[src/rtl/regfile_sb_if.sv]
// Decode/writeback-facing bundle of the regfile_sb register file.
// The master side is the pipeline and the slave side is the register file.
interface regfile_sb_if #(
  parameter int unsigned DATA_WIDTH = 32,
  parameter int unsigned ADDR_WIDTH = 5,
  parameter int unsigned NUM_READ   = 2
);
  logic [NUM_READ*ADDR_WIDTH-1:0] rs;
  logic                           rdEn;
  logic [NUM_READ*DATA_WIDTH-1:0] rdData;
  logic                           RegWrite;
  logic [ADDR_WIDTH-1:0]          rd;
  logic [DATA_WIDTH-1:0]          wrData;
  logic                           issueEn;
  logic [ADDR_WIDTH-1:0]          issueRd;
  logic [(1<<ADDR_WIDTH)-1:0]     busy;
  logic [NUM_READ-1:0]            hazard;
  logic [DATA_WIDTH-1:0]          a0;

  modport master (
    output rs, rdEn, RegWrite, rd, wrData, issueEn, issueRd,
    input  rdData, busy, hazard, a0
  );

  modport slave (
    input  rs, rdEn, RegWrite, rd, wrData, issueEn, issueRd,
    output rdData, busy, hazard, a0
  );
endinterface

[src/rtl/regfile_sb.sv]
// Integer register file: NUM_READ registered read ports, one write port,
// x0 hard-wired to zero, write-to-read bypass, pending-write scoreboard and
// a fixed x10 (a0) debug tap.
module regfile_sb #(
  parameter int unsigned DATA_WIDTH = 32,
  parameter int unsigned ADDR_WIDTH = 5,
  parameter int unsigned NUM_READ   = 2
) (
  input logic          clk,
  input logic          rst_n,
  regfile_sb_if.slave  bus
);
  localparam int unsigned DEPTH = 1 << ADDR_WIDTH;
  localparam logic [ADDR_WIDTH-1:0] A0_IDX = ADDR_WIDTH'(10);

  logic [DATA_WIDTH-1:0]          regs_q [DEPTH];
  logic [DATA_WIDTH-1:0]          regs_d [DEPTH];
  logic [NUM_READ*DATA_WIDTH-1:0] rd_data_q, rd_data_d;
  logic [DEPTH-1:0]               busy_q, busy_d;
  logic [ADDR_WIDTH-1:0]          rs_idx [NUM_READ];
  logic                           wr_en;

  genvar g;
  generate
    for (g = 0; g < NUM_READ; g++) begin : g_rs
      assign rs_idx[g] = bus.rs[g*ADDR_WIDTH +: ADDR_WIDTH];
    end
  endgenerate

  assign wr_en = bus.RegWrite && (bus.rd != '0);

  // Next array contents: single write port, x0 never written.
  always_comb begin
    for (int unsigned i = 0; i < DEPTH; i++) begin
      regs_d[i] = regs_q[i];
    end
    if (wr_en) begin
      regs_d[bus.rd] = bus.wrData;
    end
    regs_d[0] = '0;
  end

  // Read capture: x0 reads zero, a same-cycle write to the index is bypassed.
  always_comb begin
    rd_data_d = rd_data_q;
    if (bus.rdEn) begin
      for (int unsigned i = 0; i < NUM_READ; i++) begin
        if (rs_idx[i] == '0) begin
          rd_data_d[i*DATA_WIDTH +: DATA_WIDTH] = '0;
        end else if (bus.RegWrite && (bus.rd == rs_idx[i])) begin
          rd_data_d[i*DATA_WIDTH +: DATA_WIDTH] = bus.wrData;
        end else begin
          rd_data_d[i*DATA_WIDTH +: DATA_WIDTH] = regs_q[rs_idx[i]];
        end
      end
    end
  end

  // Scoreboard: writeback clears, issue sets afterwards so the newer producer wins.
  always_comb begin
    busy_d = busy_q;
    if (wr_en) begin
      busy_d[bus.rd] = 1'b0;
    end
    if (bus.issueEn && (bus.issueRd != '0)) begin
      busy_d[bus.issueRd] = 1'b1;
    end
    busy_d[0] = 1'b0;
  end

  // Hazard: source pending and not being written back in this cycle.
  always_comb begin
    bus.hazard = '0;
    for (int unsigned i = 0; i < NUM_READ; i++) begin
      bus.hazard[i] = (rs_idx[i] != '0) && busy_q[rs_idx[i]] &&
                      !(bus.RegWrite && (bus.rd == rs_idx[i]));
    end
  end

  // All architectural state, read data and scoreboard clear asynchronously.
  always_ff @(posedge clk or negedge rst_n) begin
    if (!rst_n) begin
      for (int unsigned i = 0; i < DEPTH; i++) begin
        regs_q[i] <= '0;
      end
      rd_data_q <= '0;
      busy_q    <= '0;
    end else begin
      for (int unsigned i = 0; i < DEPTH; i++) begin
        regs_q[i] <= regs_d[i];
      end
      rd_data_q <= rd_data_d;
      busy_q    <= busy_d;
    end
  end

  assign bus.rdData = rd_data_q;
  assign bus.busy   = busy_q;
  assign bus.a0     = regs_q[A0_IDX];
endmodule

[src/flat_wrapper.sv]
// flat-port wrapper written by rule: the top's interface ports become plain ports
module regfile_sb_flat 
#(
  parameter int unsigned DATA_WIDTH = 32,
  parameter int unsigned ADDR_WIDTH = 5,
  parameter int unsigned NUM_READ   = 2
)
  (clk, rst_n, bus_rs, bus_rdEn, bus_RegWrite, bus_rd, bus_wrData, bus_issueEn, bus_issueRd, bus_rdData, bus_busy, bus_hazard, bus_a0);
  regfile_sb_if #(.DATA_WIDTH(DATA_WIDTH), .ADDR_WIDTH(ADDR_WIDTH), .NUM_READ(NUM_READ)) bus_i ();
  input logic clk;
  input logic rst_n;
  input wire logic [$bits(bus_i.rs)-1:0] bus_rs;
  input wire logic [$bits(bus_i.rdEn)-1:0] bus_rdEn;
  input wire logic [$bits(bus_i.RegWrite)-1:0] bus_RegWrite;
  input wire logic [$bits(bus_i.rd)-1:0] bus_rd;
  input wire logic [$bits(bus_i.wrData)-1:0] bus_wrData;
  input wire logic [$bits(bus_i.issueEn)-1:0] bus_issueEn;
  input wire logic [$bits(bus_i.issueRd)-1:0] bus_issueRd;
  output wire logic [$bits(bus_i.rdData)-1:0] bus_rdData;
  output wire logic [$bits(bus_i.busy)-1:0] bus_busy;
  output wire logic [$bits(bus_i.hazard)-1:0] bus_hazard;
  output wire logic [$bits(bus_i.a0)-1:0] bus_a0;
  assign bus_i.rs = bus_rs;
  assign bus_i.rdEn = bus_rdEn;
  assign bus_i.RegWrite = bus_RegWrite;
  assign bus_i.rd = bus_rd;
  assign bus_i.wrData = bus_wrData;
  assign bus_i.issueEn = bus_issueEn;
  assign bus_i.issueRd = bus_issueRd;
  assign bus_rdData = bus_i.rdData;
  assign bus_busy = bus_i.busy;
  assign bus_hazard = bus_i.hazard;
  assign bus_a0 = bus_i.a0;
  regfile_sb #(.DATA_WIDTH(DATA_WIDTH), .ADDR_WIDTH(ADDR_WIDTH), .NUM_READ(NUM_READ)) u_core (.clk(clk), .rst_n(rst_n), .bus(bus_i));
endmodule
[config.mk]
export PLATFORM = sky130hd
export DESIGN_NAME = regfile_sb_flat
export DESIGN_NICKNAME = d
export VERILOG_FILES = /design/src/rtl/regfile_sb_if.sv /design/src/rtl/regfile_sb.sv /design/src/flat_wrapper.sv
export SDC_FILE = /design/constraint.sdc
export NUM_CORES = 2
export LEC_CHECK = 0
export CORE_ASPECT_RATIO = 1.25
export CORE_MARGIN = 5
export CORE_UTILIZATION = 34
export DETAILED_ROUTE_END_ITERATION = 12
export GPL_TIMING_DRIVEN = 0
export HOLD_SLACK_MARGIN = 0.03
export MAX_ROUTING_LAYER = met4
export PLACE_DENSITY_LB_ADDON = 0.25
export SETUP_SLACK_MARGIN = 0.02
export SYNTH_ARGS = -nofsm -noshare
export SYNTH_HDL_FRONTEND = slang
export SYNTH_SLANG_ARGS = --single-unit
[constraint.sdc]
create_clock -name clk -period 4.71 [get_ports clk]
set_input_delay 1.413 -clock clk [delete_from_list [all_inputs] [get_ports clk]]
set_output_delay 1.413 -clock clk [all_outputs]
set_load 0.1 [all_outputs]
==> impl_metrics.tcl <==
set metrics [dict create \
    ys_warn_count 0 \
    die_ar_mm2 0.1788 \
    synth_seq_area_share_pct 46.94 \
    slew_viol_final 182 \
    drt-initial-drc-count 5235 \
    synth_top_family_by_area "multiplexers" \
    timing.rr.end "u_core.bus.rdData[24]" \
    total_routing_resource_utilization_after_global_routing_pct 32.67 \
    timing.rr.start "u_core.regs_q[376]" \
    syn-cell-area_mm2 0.05795 \
    totalWireLength_mm 288.3 \
    postCtsHoldBufs 0 \
    setup_slack_ns -0.03934 \
    grt_setup_unrepaired "true" \
    holdCritStartpoint "u_core.regs_q[366]" \
    globalRoute.totalOverflow 0 \
    finalSetupViolations 4 \
    synth.ff_latch_count 1087 \
    grt_antenna_before_repair 30 \
    drive_above_1_share_pct 45.90 \
    initial_utilization_pct 34.17 \
    clk_latency_ns 0.79 \
    tritoncts "built" \
    synth-xor-area-share_pct 0.1511 \
    worst_path_arrival_ns 3.34 \
    required_ns 3.30 \
    ant_nets 0 \
    holdCritPathClass "reg2reg" \
    wire_length_of_the_first_global_routing_pass_mm 382.8 \
    fraction_of_synthesized_area_in_multiplexers_pct 39.72 \
    syn_nets 4078 \
    tightestPinTransition_ns 1.678 \
    cp.buffers_inverters 4 \
    fin_setup_tns_ns -0.09152 \
    critPathMaxStageDelay_ns 0.50 \
    slew_headroom_pct -11.90 \
    synth_flop_cell "sky130_fd_sc_hd__dfrtp_1" \
    crit_path_start "bus_rs[5]" \
    cp-start-kind "primary input" \
    area_growth_pct 17.19 \
    compound_gate_fraction_of_synth_area_pct 5.459 \
    htree_levels 3 \
    avgViaCountPerCell 6.465 \
    postSynthAreaPerCell_um2 14.41 \
    timing.setup.critical_path_class "in2out" \
    crit_path_cell_trace "buf_16 -> buf_12 -> buf_16 -> mux4_2 -> o22ai_1 -> nor4_2 -> a21oi_4 -> nor2_4 -> buf_12" \
    setup.reg_to_reg.worst_slack_ns 2.16 \
    clock_tree.root_cell "sky130_fd_sc_hd__clkbuf_16" \
    stdcell_count 6701 \
    path_max_fanout 10 \
    mostFrequentLayoutCells "sky130_fd_sc_hd__dfrtp_1, sky130_fd_sc_hd__mux2_2, sky130_fd_sc_hd__mux4_2, sky130_fd_sc_hd__clkbuf_1, sky130_fd_sc_hd__clkdlybuf4s50_1" \
    die_y_um 471.6 \
    clk_pin_slew_worst_paths_ns 0.06 \
    static-leakage-power_uw 0.02859 \
    powerDensity_mw_per_mm2 454.4 \
    clockBufferDepth 3 \
    core_area_mm2 0.1696 \
    reported_max_cap_violation_count 20 \
    drt_pre_antenna_iters 6 \
    hold_viol 0 \
    fin_skew_ns 0.04393 \
    min_period_ns 4.749 \
    dpl.cell_count 6428 \
    wl_per_cell_um 43.03 \
    detailed_place_hpwl_mm 195.4 \
    r2r.worst_path.cells 5 \
    synthCells 4021 \
    dr_total_vias 43319 \
    drc_errors 0 \
    floorplan.rows 169 \
    min_delay_worst_endpoint "u_core.regs_q[366]" \
    synth_simple_gate_area_share_pct 3.550 \
    critical_path.top_delay_family "buffers and inverters" \
    top_level_ports 187 \
    io_buffers 173 \
    timing.hold.worst_path_depth 1 \
    grt_pass1_vias 43158 \
    clock_sinks 1087 \
    synth_adder_area_share_pct 0 \
    timing.fmax_mhz 210.6 \
    violations_in_the_final_reports "max-capacitance violations, max-slew violations, negative setup slack" \
    num-nets-final 4409 \
    critPathCaptureType "primary output" \
    netlist-cell-type-count 61 \
    async_flop_share_pct 100.0 \
    gp_congestion 1.017 \
    count_of_flip_flops_with_a_built_in_enable_after_synthesis 0 \
    critPathSlowestCell "sky130_fd_sc_hd__mux4_2" \
    number_of_buffers_added_by_the_clock_tree_synthesis_step 119 \
    grt_max_degree 176 \
    vdd.ir_drop.worst_v 0.0002992 \
    period_share_pct 100.8 \
    run_status "complete, but fails checks" \
    floorplan.die.width_um 379.2 \
    mostFrequentLayoutCell "sky130_fd_sc_hd__dfrtp_1" \
]
==> kinds of logic after synthesis <==
group | after synthesis
AND/OR/NAND/NOR | 403
AO/OA/AOI/OAI | 423
flip-flops | 1087
other | 1
buffers and inverters | 488
XOR/XNOR | 10
multiplexers | 1609
==> layer usage <==
metal  part of all wire [%]  global-route usage [%]
met5                      0                       -
met2                     43                   46.76
met1                     36                   38.15
met3                     11                   11.29
met4                    8.8                   23.49
==> stage by stage <==
step                      hold slack (ns)  total power, uW  util [%]  instance area (um^2)  setup slack, ns
after floorplan                    0.4773            17820         -                 57960          -0.1063
after global placement             0.4930            20410     36.84                 62470           -49.79
after detailed placement           0.5023            20550     37.03                 62800           -2.871
after CTS                          0.4876            30670     39.89                 67650         -0.09613
after global routing               0.5311            31680     40.04                 67900          0.01602
final                              0.5188            30850     40.04                 67910         -0.03934
==> repair_timing <==
item / 4_1_cts / 5_1_grt
endpoints found under the setup margin: 5 / 2
resized for setup: 173 / 39
pin swaps: 4 / 5
buffers inserted: 17 / 20
==> cell usage after synthesis (all sizes together), types with 28 or more instances <==
master     n  share of area (%)
buf      261                2.7
clkbuf   209                1.4
mux2i     71                1.2
o22ai     54               0.58
nor4      28               0.31
mux2    1095                 21
o21ai     69               0.60
a211oi    37               0.48
mux4     443                 17
dfrtp   1087                 47
o211ai    28               0.36
a221oi    65               0.98
nor2     147               0.95
nor2b     37               0.40
a22oi     51               0.66
nor3      62               0.55
nand2     33               0.21
==> power breakdown <==
| group | internal, uW | leakage [uW] | switching (uW) |
|---|---|---|---|
| Sequential | 11200 | 0.0138 | 1510 |
| Clock | 5860 | 0.00205 | 4280 |
| Combinational | 3660 | 0.0127 | 4390 |
| Total | 20700 | 0.0286 | 10200 |
==> cell type report <==
| cell class | instances | area [um^2] |
|---|---|---|
| flip-flops and latches | 1087 | 27200 |
| multi-input cells | 2446 | 28460 |
| repair buffers | 223 | 2342 |
| clock inverters | 40 | 518.0 |
| diodes | 27 | 67.56 |
| well taps | 2223 | 2781 |
| plain buffers | 457 | 2864 |
| inverters | 18 | 67.56 |
| fillers | 15966 | 101700 |
| clock buffers | 180 | 3611 |
==> worst max-delay path by stage <==
stage,endpoint,slack [ns],depth (start not counted)
final,bus_hazard[1],-0.04,9
after global routing,bus_hazard[1],0.02,8
after global placement,u_core.regs_q[2],-49.79,1
after CTS,bus_hazard[1],-0.1,10
after floorplan,bus_hazard[0],-0.11,9
after detailed placement,bus_hazard[1],-2.87,8
==> state kept, by name, summed over array words and instances, names as in the netlist <==
register / flops
u_core.regs_q: 960
u_core.bus.rdData: 64
u_core.bus.busy: 31
u_core.bus.a0: 32
(Power assumes the default switching activity.)
